--- config.mk ---
export PLATFORM = sky130hd
export DESIGN_NAME = fifo_reader
export DESIGN_NICKNAME = d
export VERILOG_FILES = /design/src/rtl/fifo_reader.sv
export SDC_FILE = /design/constraint.sdc
export NUM_CORES = 1
export LEC_CHECK = 0
export CORE_UTILIZATION = 51
export CTS_CLUSTER_SIZE = 8
export DETAILED_ROUTE_END_ITERATION = 7
export PLACE_DENSITY_LB_ADDON = 0.2
export RECOVER_POWER = 25
export SETUP_SLACK_MARGIN = 0.1
export SLEW_MARGIN = 20
export SYNTH_ARGS = -nofsm -noshare
export SYNTH_HDL_FRONTEND = slang
export SYNTH_SLANG_ARGS = --single-unit
export TNS_END_PERCENT = 10
--- constraint.sdc ---
create_clock -name clk -period 2.23 [get_ports clk]
set_input_delay 0.5575 -clock clk [delete_from_list [all_inputs] [get_ports clk]]
set_output_delay 0.5575 -clock clk [all_outputs]
set_load 0.01 [all_outputs]
--- src/rtl/fifo_reader.sv ---
// fifo_reader: pulls words from a standard-mode (1-cycle read latency) FIFO into a
// 2-entry output buffer and presents them as a valid/ready stream.
//
// Ports:
//   clk         single clock, rising edge
//   rst         asynchronous active-high reset
//   fifo_dout   FIFO read data, valid one cycle after fifo_rd_en
//   fifo_empty  FIFO empty flag
//   fifo_rd_en  FIFO read strobe (combinational)
//   out_data    oldest buffered word (0 when out_valid is low)
//   out_valid   out_data holds a valid word
//   out_ready   consumer accepts the word this cycle
//   word_count  (only with FIFO_READER_COUNT_EN) 16-bit wrapping count of accepted words
//
// Optional feature macro: FIFO_READER_COUNT_EN
module fifo_reader #(
  parameter int unsigned WIDTH = 18
) (
  input  logic             clk,
  input  logic             rst,
  input  logic [WIDTH-1:0] fifo_dout,
  input  logic             fifo_empty,
  output logic             fifo_rd_en,
  output logic [WIDTH-1:0] out_data,
  output logic             out_valid,
  input  logic             out_ready
`ifdef FIFO_READER_COUNT_EN
  ,
  output logic [15:0]      word_count
`endif
);

  typedef enum logic [1:0] {
    OccEmpty = 2'd0,
    OccOne   = 2'd1,
    OccTwo   = 2'd2
  } occ_e;

  occ_e             occ_q, occ_d;
  logic             inflight_q;
  logic [WIDTH-1:0] head_q, head_d;
  logic [WIDTH-1:0] tail_q, tail_d;
  logic             pop;
  logic [1:0]       level;

  assign out_valid = (occ_q != OccEmpty);
  assign out_data  = out_valid ? head_q : '0;
  assign pop       = out_valid && out_ready;

  // Occupancy after this edge, counting the word already in flight. occ+inflight never
  // exceeds 2 and pop implies occ>0, so this never goes negative.
  assign level = 2'(occ_q) + {1'b0, inflight_q} - {1'b0, pop};

  // Read only if the returning word is guaranteed a free slot.
  assign fifo_rd_en = !rst && !fifo_empty && (level < 2'd2);

  always_comb begin
    occ_d  = occ_q;
    head_d = head_q;
    tail_d = tail_q;
    case ({inflight_q, pop})
      2'b10: begin
        // Capture only: fill the first free slot.
        if (occ_q == OccEmpty) begin
          head_d = fifo_dout;
          occ_d  = OccOne;
        end else begin
          tail_d = fifo_dout;
          occ_d  = OccTwo;
        end
      end
      2'b01: begin
        // Pop only: shift tail into head.
        head_d = tail_q;
        occ_d  = (occ_q == OccTwo) ? OccOne : OccEmpty;
      end
      2'b11: begin
        // Capture and pop together: occupancy unchanged, order preserved.
        if (occ_q == OccOne) begin
          head_d = fifo_dout;
        end else begin
          head_d = tail_q;
          tail_d = fifo_dout;
        end
      end
      default: ;
    endcase
  end

  always_ff @(posedge clk or posedge rst) begin
    if (rst) begin
      occ_q      <= OccEmpty;
      inflight_q <= 1'b0;
      head_q     <= '0;
      tail_q     <= '0;
    end else begin
      occ_q      <= occ_d;
      inflight_q <= fifo_rd_en;
      head_q     <= head_d;
      tail_q     <= tail_d;
    end
  end

`ifdef FIFO_READER_COUNT_EN
  logic [15:0] count_q, count_d;

  assign count_d    = pop ? count_q + 16'd1 : count_q;
  assign word_count = count_q;

  always_ff @(posedge clk or posedge rst) begin
    if (rst) begin
      count_q <= '0;
    end else begin
      count_q <= count_d;
    end
  end
`endif

endmodule

== Yosys cells after proc, flatten, opt, wreduce, memory -nomap -nowiden ==
Index checks and enable logic that the tools add are counted.

* Input bits: 22
* Bits in registers: 39
* Logic and storage cells: 37

* Muxes and demuxes: 10
* Magnitude comparators: 1
* Reductions and logical operators: 12
* Add/subtract/negate cells: 2
* Eq/ne operators: 8

{| class="wikitable"
|+ Operator list
! kind !! count
|-
| 18-bit two-way mux || 5
|-
| 18-bit case mux with 3 select lines || 1
|-
| 18-bit case mux with 2 select lines || 1
|-
| 2-bit == test (second input constant) || 3
|-
| 2-bit != test (second input constant) || 3
|-
| 2-bit nonzero test || 3
|-
| 2-bit by 1-bit == test with 1-bit output (second input constant) || 2
|-
| 2-bit case mux with 2 select lines || 1
|-
| 1-bit logical AND || 3
|-
| 3-bit AND reduction || 1
|-
| 3-bit nonzero test || 1
|-
| 2-bit by 1-bit adder with 2-bit output || 1
|-
| 1-bit logical NOT || 2
|-
| 2-bit logical NOT || 1
|-
| 2-bit < comparator (second input constant) || 1
|-
| 2-bit two-way mux || 1
|-
| 2-bit AND reduction || 1
|-
| 2-bit by 1-bit subtractor with 2-bit output || 1
|-
| 1-bit two-way mux || 1
|}

== Logic depth before layout (Yosys ltp) ==
Gate-level depths: netlist of run 1.

* Depth after elaboration: 5
* Mapped depth: 8
* Gate-level depth less buffers: 6

== Worst setup path before layout of run 1 ==
OpenSTA, ideal clock, no wires.

* Path type: reg2out
* Start: register occ_q[1]
* End: output port fifo_rd_en
* Buffers on the path: 1
* Arrival: 1601 ps
* Path slack: 72 ps
* Stages on the path, launching flop included: 8
* Path through: dfrtp_1 -> buf_6 -> o21a_1 -> ha_1 -> inv_1 -> nand2_1 -> xnor2_1 -> nor3_1

* Longest elaborated chain between the ends: 5
* Elaborated cells on any way between the ends: 6

{| class="wikitable"
|+ Ends and longest elaborated chain
! item !! line !! source
|-
| start: declaration || 39 || <nowiki>occ_e occ_q, occ_d;</nowiki>
|-
| start signal: assignment || 92 || <nowiki>occ_q <= OccEmpty;</nowiki>
|-
| parallel branches: the longest is 2 deep, another holds 2-bit by 1-bit adder with 2-bit output || - ||
|-
| 2-bit by 1-bit subtractor with 2-bit output * || 52 || <nowiki>assign level = 2'(occ_q) + {1'b0, inflight_q} - {1'b0, pop};</nowiki>
|-
| 2-bit < comparator * || 55 || <nowiki>assign fifo_rd_en = !rst && !fifo_empty && (level < 2'd2);</nowiki>
|-
| 1-bit logical AND * || 55 ||
|-
| end: declaration || 23 || <nowiki>output logic fifo_rd_en,</nowiki>
|}

Mark *: on every way between the ends.

== Final worst setup path of run 1 ==
* Start: register occ_q[0]
* End: output port fifo_rd_en

The elaborated chain is that of the path after synthesis.

==> results.py, run 1 <==
metrics = {
    "sta": {
        "max_freq_mhz": 436.7,
        "finalCritPeriodShare": 1.027,
        "skew_ps": 5.789,
        "hold_ws_ps": 512.8,
        "worst_pin_slew_ps": 964.0,
        "layout_setup_ws_ps": -59.69,
        "relSlewSlack": 0.3573,
        "finalSetupTns_ps": -59.69,
        "slew_viol_final": 0,
        "min_period_ps": 2290,
        "hold_violations": 0,
        "setup_violations": 1,
        "rsz0062_at_grt": "yes",
    },
    "synthesis": {
        "syn-num-nets": 200,
        "avgSynthCellArea_um2": 11.85,
        "yosysTopAreaCellShare": 0.4733,
        "seq_area_frac_synth": 0.4733,
        "ys_ff_latch": 39,
        "ys_warn_count": 0,
        "ys_top_cells_by_area": "dfrtp_1 47%, a221oi_2 7.3%, mux2_4 7.3%",
        "synth.cell_area_um2": 2062,
        "yosysUniqueCellTypes": 28,
        "yosysTopAreaCell": "dfrtp_1",
        "syn_inst": 174,
    },
    "power": {
        "power_density_nw_per_um2": 1530,
        "finalPower_mw": 4.269,
        "static-leakage-power_nw": 1.369,
        "peakVddDrop_uv": 703.0,
    },
    "placed_design": {
        "dpl.cell_count": 265,
        "io_buffers": 41,
        "place.gp.congestion": 0.7856,
        "hpwl_um": 3011,
        "pre_cts_slack_ps": -770.4,
    },
    "global_routing": {
        "grt_pass1_vias": 1553,
        "grt_max_degree": 40,
        "track_usage": 0.2306,
        "grt_overflow": 0,
        "grt_pass1_wl_um": 7355,
        "antenna_found_initial": 0,
    },
    "worst_setup_path": {
        "slowest_stage": "dfrtp_1",
        "critPathKind": "flop to output pin",
        "worst-path-max-fanout": 3,
        "worst_ep_arrival_time_ps": 1730,
        "cpPeakStageDelay_ps": 410,
        "endpoint_kind": "output pin",
        "crit_buf_inv": 2,
        "crit_family": "flip-flops",
        "crit_chain": "o21a_4 > ha_4 > inv_2 > nand2_2 > xnor2_1 > nor3_2 > buf_2",
        "required_ps": 1670,
        "start_kind": "flop",
    },
    "detailed_routing": {
        "drt_iter0_markers": 65,
        "via_count": 1555,
        "ant_nets": 0,
        "via_per_inst": 5.655,
        "drc_errors": 0,
        "avgRoutedWirePerCell_um": 16.59,
        "routed_wl_um": 4561,
        "dr.pass1.iters": 4,
    },
    "clocking": {
        "ctsHtreeMaxLevel": 2,
        "cts_tree": "yes",
        "cts_buffers": 5,
        "clk_pin_slew_ps": 70,
        "postCtsHoldBufs": 0,
        "clk_path_buf_depth": 2,
        "clkSinkCount": 39,
        "clockRootBuffer": "clkbuf_8",
        "worstSkewPairLatency_ps": 290,
    },
    "cells_and_area": {
        "drive_gt1_frac": 0.3260,
        "diodes": 0,
        "layout.cells.non_filler": 275,
        "final_common_cell": "dfrtp_1",
        "synthToLayoutAreaGrowth_pct": 35.32,
        "mostFrequentLayoutCells": "39 x dfrtp_1, 20 x a21oi_1, 19 x inv_1, 19 x clkdlybuf4s50_1, 18 x nor2_1",
        "layout.nets": 253,
    },
    "outcome": {
        "status": "complete, but fails checks",
        "violations": "setup timing",
    },
    "job": {
        "max-cap-violations": 0,
    },
    "floorplanning": {
        "dieArea_um2": 4301,
        "initial_core_util": 0.5468,
        "pin_count": 42,
        "std_cell_rows": 22,
        "die_h_um": 65.59,
        "die_w_um": 65.59,
        "core_um2": 3771,
    },
    "min_path": {
        "hp-class": "flop to flop",
    },
}
## registers in the layout, indices dropped and copies added, names as in the netlist
name        count
tail_q         18
inflight_q      1
head_q         18
occ_q           2
## path summary, 6_finish.rpt
kind / from / to / slack [ps] / cells past startpoint
worst max-delay path: occ_q[0] / fifo_rd_en / -60 / 7
worst min-delay path: head_q[1] / head_q[1] / 510 / 2
worst max register to register: occ_q[0] / head_q[12] / 80 / 7
worst min register to register: head_q[1] / head_q[1] / 510 / 2
max in group asynchronous: rst / head_q[17] / 560 / 3
min in group asynchronous: rst / occ_q[1] / 1060 / 3
## cell type report
class                           instances  area [um^2]
Clock buffer                            6        72.57
Sequential cell                        39        975.9
Timing Repair Buffer                   58        571.8
Multi-Input combinational cell        103         1005
Tap cell                               48        60.06
Clock inverter                          1        30.03
Fill cell                             246        980.9
Inverter                               20        75.07
## stage by stage
stage	util	instance area, um^2
after floorplan	-	2067
after global placement	0.6782	2557
after detailed placement	0.6782	2557
after CTS	0.7306	2755
after global routing	0.7399	2790
final	0.7399	2790
## worst min-delay path, cell delays in order (launching register included)
cell and delay (ps):
dfrtp_1 320, inv_1 50, a21oi_1 100
## synthesized netlist by cell type (all sizes together)
master,instances
a21oi,21
nor3b,3
nand2b,1
dfrtp,39
a21o,3
ha,4
inv,20
nor2b,3
nand2,1
xnor2,1
clkbuf,1
buf,11
a221oi,18
xor2,2
mux2i,2
nor3,2
o22ai,1
nor2,19
o21a,1
mux2,21
## report_power, final
| part | leakage (nW) | switching, mW | total [mW] | internal (mW) |
|---|---|---|---|---|
| Combinational | 0.864 | 1.19 | 2.44 | 1.24 |
| Clock | 0.0513 | 0.235 | 0.562 | 0.328 |
| Sequential | 0.454 | 0.197 | 1.27 | 1.07 |
| Total | 1.37 | 1.62 | 4.27 | 2.65 |
## per-layer routing
layer	track usage	wire length [um]	vias to the layer above
met4	0.08152	60	0
met2	0.3673	2323	41
met5	0	0	-
met3	0.06424	178	8
met1	0.2995	1999	793
li1	-	-	713
## kinds of logic (layout without fill, tap and decap cells)
kind of cell | after synthesis | after routing | synth area share
buffers and inverters | 32 | 85 | 0.08373
XOR/XNOR | 3 | 3 | 0.01275
multiplexers | 23 | 23 | 0.1505
adder cells (fa/ha/maj) | 4 | 4 | 0.02427
flip-flops | 39 | 39 | 0.4733
AO/OA/AOI/OAI | 44 | 44 | 0.1875
AND/OR/NAND/NOR | 29 | 29 | 0.06796
## repair_timing
item                       4_1_cts  5_1_grt
setup endpoints to repair       53       31
hold endpoints to repair         0        0
setup buffers                    3        0
pin swaps                        5       15
gates resized for setup         32       11
Note: power is estimated with default switching activity, not from simulation.
==> run 2, diff against run 1 <==
--- a/config.mk
+++ b/config.mk
@@ -6,11 +6,10 @@
 export NUM_CORES = 1
 export LEC_CHECK = 0
 export CORE_UTILIZATION = 51
-export CTS_CLUSTER_SIZE = 8
 export DETAILED_ROUTE_END_ITERATION = 7
+export GPL_TIMING_DRIVEN = 1
 export PLACE_DENSITY_LB_ADDON = 0.2
 export RECOVER_POWER = 25
-export SETUP_SLACK_MARGIN = 0.1
 export SLEW_MARGIN = 20
 export SYNTH_ARGS = -nofsm -noshare
 export SYNTH_HDL_FRONTEND = slang
==> run 2 against run 1 <==
  * Core utilization down 0.93 points
  * Clock skew down 3.1 ps
  * First-iteration DRC count up 9.2%
  * Highest routed layer unchanged
  * Register-to-register slack about the same
  * Largest cell class is now sequential cells
  * Sequential share of layout area up 0.44 points
  * Clock power down 7.3%
  * Combinational power up 2%
  * Cell count up 0.73%
  * Design area down 1.3%
  * The run still ends with setup timing left
==> results.py, run 2 (synthesis results as in run 1) <==
metrics = {
    "worst_setup_path": {
        "r2r_cells": 7,
        "start_kind": "flop",
        "required_ps": 1670,
        "crit_family": "flip-flops",
        "worst_ep_arrival_time_ps": 1760,
        "crit_chain": "o21a_1 > ha_1 > xor2_2 > xnor2_2 > nor3_2 > buf_2",
        "cp.depth": 6,
        "cpPeakStageDelay_ps": 380,
        "crit_buf_inv": 1,
        "critPathKind": "flop to output pin",
        "slowest_stage": "dfrtp_1",
        "worst-path-max-fanout": 3,
        "endpoint_kind": "output pin",
    },
    "detailed_routing": {
        "drt_iter0_markers": 71,
        "dr.pass1.iters": 4,
        "avgRoutedWirePerCell_um": 15.36,
        "via_count": 1517,
        "drc_errors": 0,
        "via_per_inst": 5.477,
        "routed_wl_um": 4255,
        "ant_nets": 0,
    },
    "power": {
        "peakVddDrop_uv": 761.2,
        "finalPower_mw": 4.262,
        "static-leakage-power_nw": 1.312,
        "power_density_nw_per_um2": 1547,
    },
    "sta": {
        "slew_viol_final": 0,
        "finalCritPeriodShare": 1.041,
        "finalSetupTns_ps": -161.8,
        "min_period_ps": 2321,
        "layout_setup_ws_ps": -90.79,
        "relSlewSlack": 0.3741,
        "setup_violations": 12,
        "worst_pin_slew_ps": 938.8,
        "hold_violations": 0,
        "rsz0062_at_grt": "yes",
        "hold_ws_ps": 512.1,
        "skew_ps": 2.665,
        "max_freq_mhz": 430.9,
    },
    "min_path": {
        "min_path_cells": 1,
        "hp-class": "flop to flop",
    },
    "global_routing": {
        "grt_pass1_wl_um": 7445,
        "grt_max_degree": 40,
        "grt_pass1_vias": 1636,
        "grt_overflow": 0,
        "track_usage": 0.2325,
        "antenna_found_initial": 0,
    },
    "cells_and_area": {
        "regArea_um2": 975.9,
        "mostFrequentLayoutCells": "39 x dfrtp_1, 32 x clkdlybuf4s50_1, 20 x a21oi_1",
        "diodes": 0,
        "reg.largest.list": "head_q (18), tail_q (18), occ_q (2)",
        "final_common_cell": "dfrtp_1",
        "multiInputGateArea_um2": 958.4,
        "final_util": 0.7306,
        "layout.cells.non_filler": 277,
        "design_area_um2": 2755,
        "layout.nets": 254,
        "synthToLayoutAreaGrowth_pct": 33.62,
        "drive_gt1_frac": 0.3144,
        "fill_cells": 249,
    },
    "floorplanning": {
        "core_um2": 3771,
        "pin_count": 42,
        "die_w_um": 65.59,
        "initial_core_util": 0.5468,
        "std_cell_rows": 22,
        "dieArea_um2": 4301,
        "die_h_um": 65.59,
    },
    "clocking": {
        "clk_pin_slew_ps": 70,
        "cts_tree": "yes",
        "clockRootBuffer": "clkbuf_8",
        "cts_buffers": 5,
        "ctsHtreeMaxLevel": 2,
        "clkSinkCount": 39,
        "clk_path_buf_depth": 2,
        "worstSkewPairLatency_ps": 280,
    },
    "placed_design": {
        "pre_cts_slack_ps": -861.4,
        "hpwl_um": 2960,
        "dpl.cell_count": 266,
        "place.gp.congestion": 0.7002,
        "io_buffers": 41,
        "placedInstanceArea_um2": 2560,
    },
    "job": {
        "max-cap-violations": 0,
    },
    "outcome": {
        "violations": "setup timing",
        "status": "complete, but fails checks",
    },
}
## run 2: cell types whose count changed in the layout (fill, tap and decap cells not counted), moves of 2 or more
| cell | previous run | this run |
|---|---|---|
| clkdlybuf4s50_1 | 19 | 32 |
| clkbuf_8 | 5 | 7 |
| buf_6 | 3 | 1 |
| buf_4 | 11 | 14 |
| dlymetal6s2s_1 | 8 | 6 |
| dlygate4sd2_1 | 12 | 0 |
| a221oi_1 | 3 | 8 |
| a221oi_2 | 15 | 10 |
| ha_4 | 3 | 1 |
## run 2: where the power goes
part	total, mW	leakage [nW]	switching (mW)	internal, mW
combinational	2.49	0.808	1.16	1.33
sequential	1.25	0.454	0.179	1.07
clock	0.521	0.0505	0.240	0.281
## run 2: worst register-to-register path, delay by kind of cell, from the launching register on
family,cells,cell delay (ps)
compound gates,3,590
fa+ha+maj,1,210
flops,1,350
buf+inv,2,320
mux,1,610
## run 2: path summary, 6_finish.rpt
check,from,to,slack (ps)
worst max register to register,occ_q[1],head_q[12],80
worst min register to register,tail_q[7],tail_q[7],510
min in group asynchronous,rst,inflight_q,1040
max in group asynchronous,rst,head_q[14],620
worst min-delay path,tail_q[7],tail_q[7],510
worst max-delay path,occ_q[1],fifo_rd_en,-90
## run 2: cell type report
cell class | instances | area share
Timing Repair Buffer | 59 | 0.2112
Clock inverter | 1 | 0.002725
Clock buffer | 7 | 0.03497
Tap cell | 48 | 0.02180
Multi-Input combinational cell | 103 | 0.3479
Inverter | 20 | 0.02725
Sequential cell | 39 | 0.3542
## run 2: repair_timing
item	in CTS	in global routing
hold endpoints to repair	0	0
hold buffers	0	0
endpoints found under the setup margin	53	29
buffers inserted	3	0
pin swaps	4	1
resized for setup	11	11
## run 2: per-layer routing
layer  track usage  wire, um  vias up
li1              -         -      718
met1        0.2878      1865      762
met2        0.3982      2196       29
met3       0.03299       113        8
met4        0.1087        80        0
met5             0         0        -
==> run 3, diff against run 2 <==
--- a/config.mk
+++ b/config.mk
@@ -5,7 +5,7 @@
 export SDC_FILE = /design/constraint.sdc
 export NUM_CORES = 1
 export LEC_CHECK = 0
-export CORE_UTILIZATION = 51
+export CORE_UTILIZATION = 35
 export DETAILED_ROUTE_END_ITERATION = 7
 export GPL_TIMING_DRIVEN = 1
 export PLACE_DENSITY_LB_ADDON = 0.2
==> run 3 against run 2 <==
  * The flow still finishes with violations (setup timing)
  * Routed wire length is 6.8% higher
  * Non-clock buffer count is 4 higher
  * Core utilization is 22 points lower
  * Sequential power hardly changed
  * Clock skew is 6.3 ps higher
  * Register-to-register slack hardly changed
  * Setup slack better by 73 ps
  * Worst hold slack worse by 3.5 ps
  * Critical path depth stayed put
  * Die area is 44% higher
  * Highest routed layer unchanged
==> results.py, run 3 (synthesis results as in run 1) <==
metrics = {
    "outcome": {
        "status": "complete, but fails checks",
        "violations": "setup timing",
    },
    "worst_setup_path": {
        "worst_ep_arrival_time_ps": 1690,
        "slowest_stage": "dfrtp_1",
        "required_ps": 1670,
        "r2r-start": "occ_q[1]",
        "endpoint_kind": "output pin",
        "r2r_cells": 10,
        "worst-r2r-setup-slack_ps": 70,
        "r2r_end": "head_q[12]",
        "setup.worst_path.end": "fifo_rd_en",
        "start_kind": "flop",
        "critPathKind": "flop to output pin",
        "startpoint": "occ_q[1]",
        "worst-path-max-fanout": 3,
        "crit_chain": "o21a_2 > ha_2 > xor2_1 > xnor2_1 > nor3_2 > buf_2",
        "cpPeakStageDelay_ps": 380,
    },
    "detailed_routing": {
        "via_count": 1523,
        "drc_errors": 0,
        "dr.pass1.iters": 4,
        "ant_nets": 0,
        "via_per_inst": 4.977,
        "drt_iter0_markers": 114,
        "avgRoutedWirePerCell_um": 14.85,
        "routed_wl_um": 4545,
    },
    "power": {
        "power_density_nw_per_um2": 1495,
        "p_clk_frac": 0.114,
        "power_switching_share": 0.3792,
        "seqPwrFrac": 0.291,
        "peakVddDrop_uv": 746.7,
        "static-leakage-power_nw": 1.364,
        "p_int_mw": 2.647,
        "p_switching_mw": 1.617,
        "p_comb_frac": 0.595,
    },
    "clocking": {
        "postCtsHoldBufs": 0,
        "clk_pin_slew_ps": 80,
        "cts_buffers": 5,
        "clk_path_buf_depth": 2,
        "worstSkewPairLatency_ps": 300,
        "cts_tree": "yes",
        "ctsHtreeMaxLevel": 2,
        "clkSinkCount": 39,
        "clockRootBuffer": "clkbuf_8",
    },
    "placed_design": {
        "place.gp.congestion": 0.6998,
        "hpwl_um": 2765,
        "io_buffers": 41,
    },
    "global_routing": {
        "antenna_found_initial": 0,
        "grt_pass1_wl_um": 7445,
        "grt_overflow": 0,
        "track_usage": 0.1535,
        "grt_max_degree": 40,
        "grt_pass1_vias": 1611,
    },
    "min_path": {
        "hp-class": "flop to flop",
    },
    "sta": {
        "slew_viol_final": 0,
        "setup_violations": 4,
        "hold_ws_ps": 508.6,
        "finalSetupTns_ps": -44.83,
        "finalCritPeriodShare": 1.008,
        "rsz0062_at_grt": "yes",
        "skew_ps": 8.970,
        "min_period_ps": 2248,
        "relSlewSlack": 0.3319,
        "max_freq_mhz": 444.8,
        "worst_pin_slew_ps": 1002,
        "hold_violations": 0,
        "layout_setup_ws_ps": -18.10,
    },
    "cells_and_area": {
        "layout.nets": 259,
        "reg.largest.list": "head_q (18), tail_q (18), occ_q (2)",
        "fill_cells": 530,
        "diodes": 0,
        "mostFrequentLayoutCells": "39 x dfrtp_1, 22 x clkdlybuf4s50_1, 20 x a21oi_1",
        "final_common_cell": "dfrtp_1",
        "drive_gt1_frac": 0.3419,
        "synthToLayoutAreaGrowth_pct": 38.29,
    },
    "floorplanning": {
        "die_h_um": 78.76,
        "std_cell_rows": 27,
        "core_um2": 5608,
        "initial_core_util": 0.3677,
        "pin_count": 42,
        "die_w_um": 78.76,
        "dieArea_um2": 6202,
    },
    "job": {
        "max-cap-violations": 0,
    },
}
==> run 3: repair_timing <==
action / 4_1_cts / 5_1_grt
gates cloned: 0 / 2
gates resized for setup: 25 / 11
buffers inserted: 6 / 1
setup endpoints to repair: 53 / 23
pin swaps: 4 / 1
==> run 3: per-layer routing <==
| metal | wire length [um] | global-route usage | up-vias |
|---|---|---|---|
| met1 | 2000 | 0.1956 | 756 |
| li1 | - | - | 731 |
| met2 | 2307 | 0.2530 | 29 |
| met5 | 0 | 0 | - |
| met4 | 60 | 0.05000 | 0 |
| met3 | 178 | 0.03908 | 7 |
==> run 3: layout make-up <==
type,instances,area (um^2),area share
clock buffer,5,68.82,0.02413
clock inverter,3,20.02,0.007021
inverter,20,75.07,0.02633
multi-input combinational,104,975.9,0.3423
sequential,39,975.9,0.3423
tap,72,90.09,0.03159
timing repair buffer,63,645.6,0.2264
==> run 3: through the flow <==
| step | instances | power, mW | instance area, um^2 | util | setup slack [ps] |
|---|---|---|---|---|---|
| after floorplan | 174 | 2.776 | 2062 | - | 71.84 |
| after global placement | 289 | 3.604 | 2608 | 0.4650 | -765.9 |
| after detailed placement | 289 | 3.643 | 2608 | 0.4650 | -816.3 |
| after CTS | 303 | 4.167 | 2770 | 0.4940 | -97.79 |
| after global routing | 306 | 4.586 | 2851 | 0.5085 | -87.15 |
| final | 306 | 4.264 | 2851 | 0.5085 | -18.10 |
==> run 3: critical path, delay by kind of cell (launching register included) <==
family	cells	cell delay, ps
AO/OA/AOI/OAI	1	250
XOR/XNOR	2	290
adder cells (fa/ha/maj)	1	190
buffers and inverters	1	160
flip-flops	1	380
AND/OR/NAND/NOR	1	130
==> run 3: worst min-delay path by stage <==
stage	cells after the start	to	slack [ps]	start
floorplan	1	tail_q[7]	480	tail_q[7]
global placement	1	tail_q[7]	490	tail_q[7]
detailed placement	1	tail_q[7]	490	tail_q[7]
CTS	1	tail_q[7]	510	tail_q[7]
global route	1	tail_q[12]	550	tail_q[12]
finish	2	head_q[2]	510	head_q[2]
==> run 3: power groups by stage <==
stage                     registers (mW)  logic (mW)  clock network, mW
final                               1.24        2.54              0.486
after global routing                1.28        2.78              0.523
after CTS                           1.23        2.44              0.496
after detailed placement            1.25        2.40                  0
after global placement              1.24        2.37                  0
after floorplan                     1.21        1.56                  0
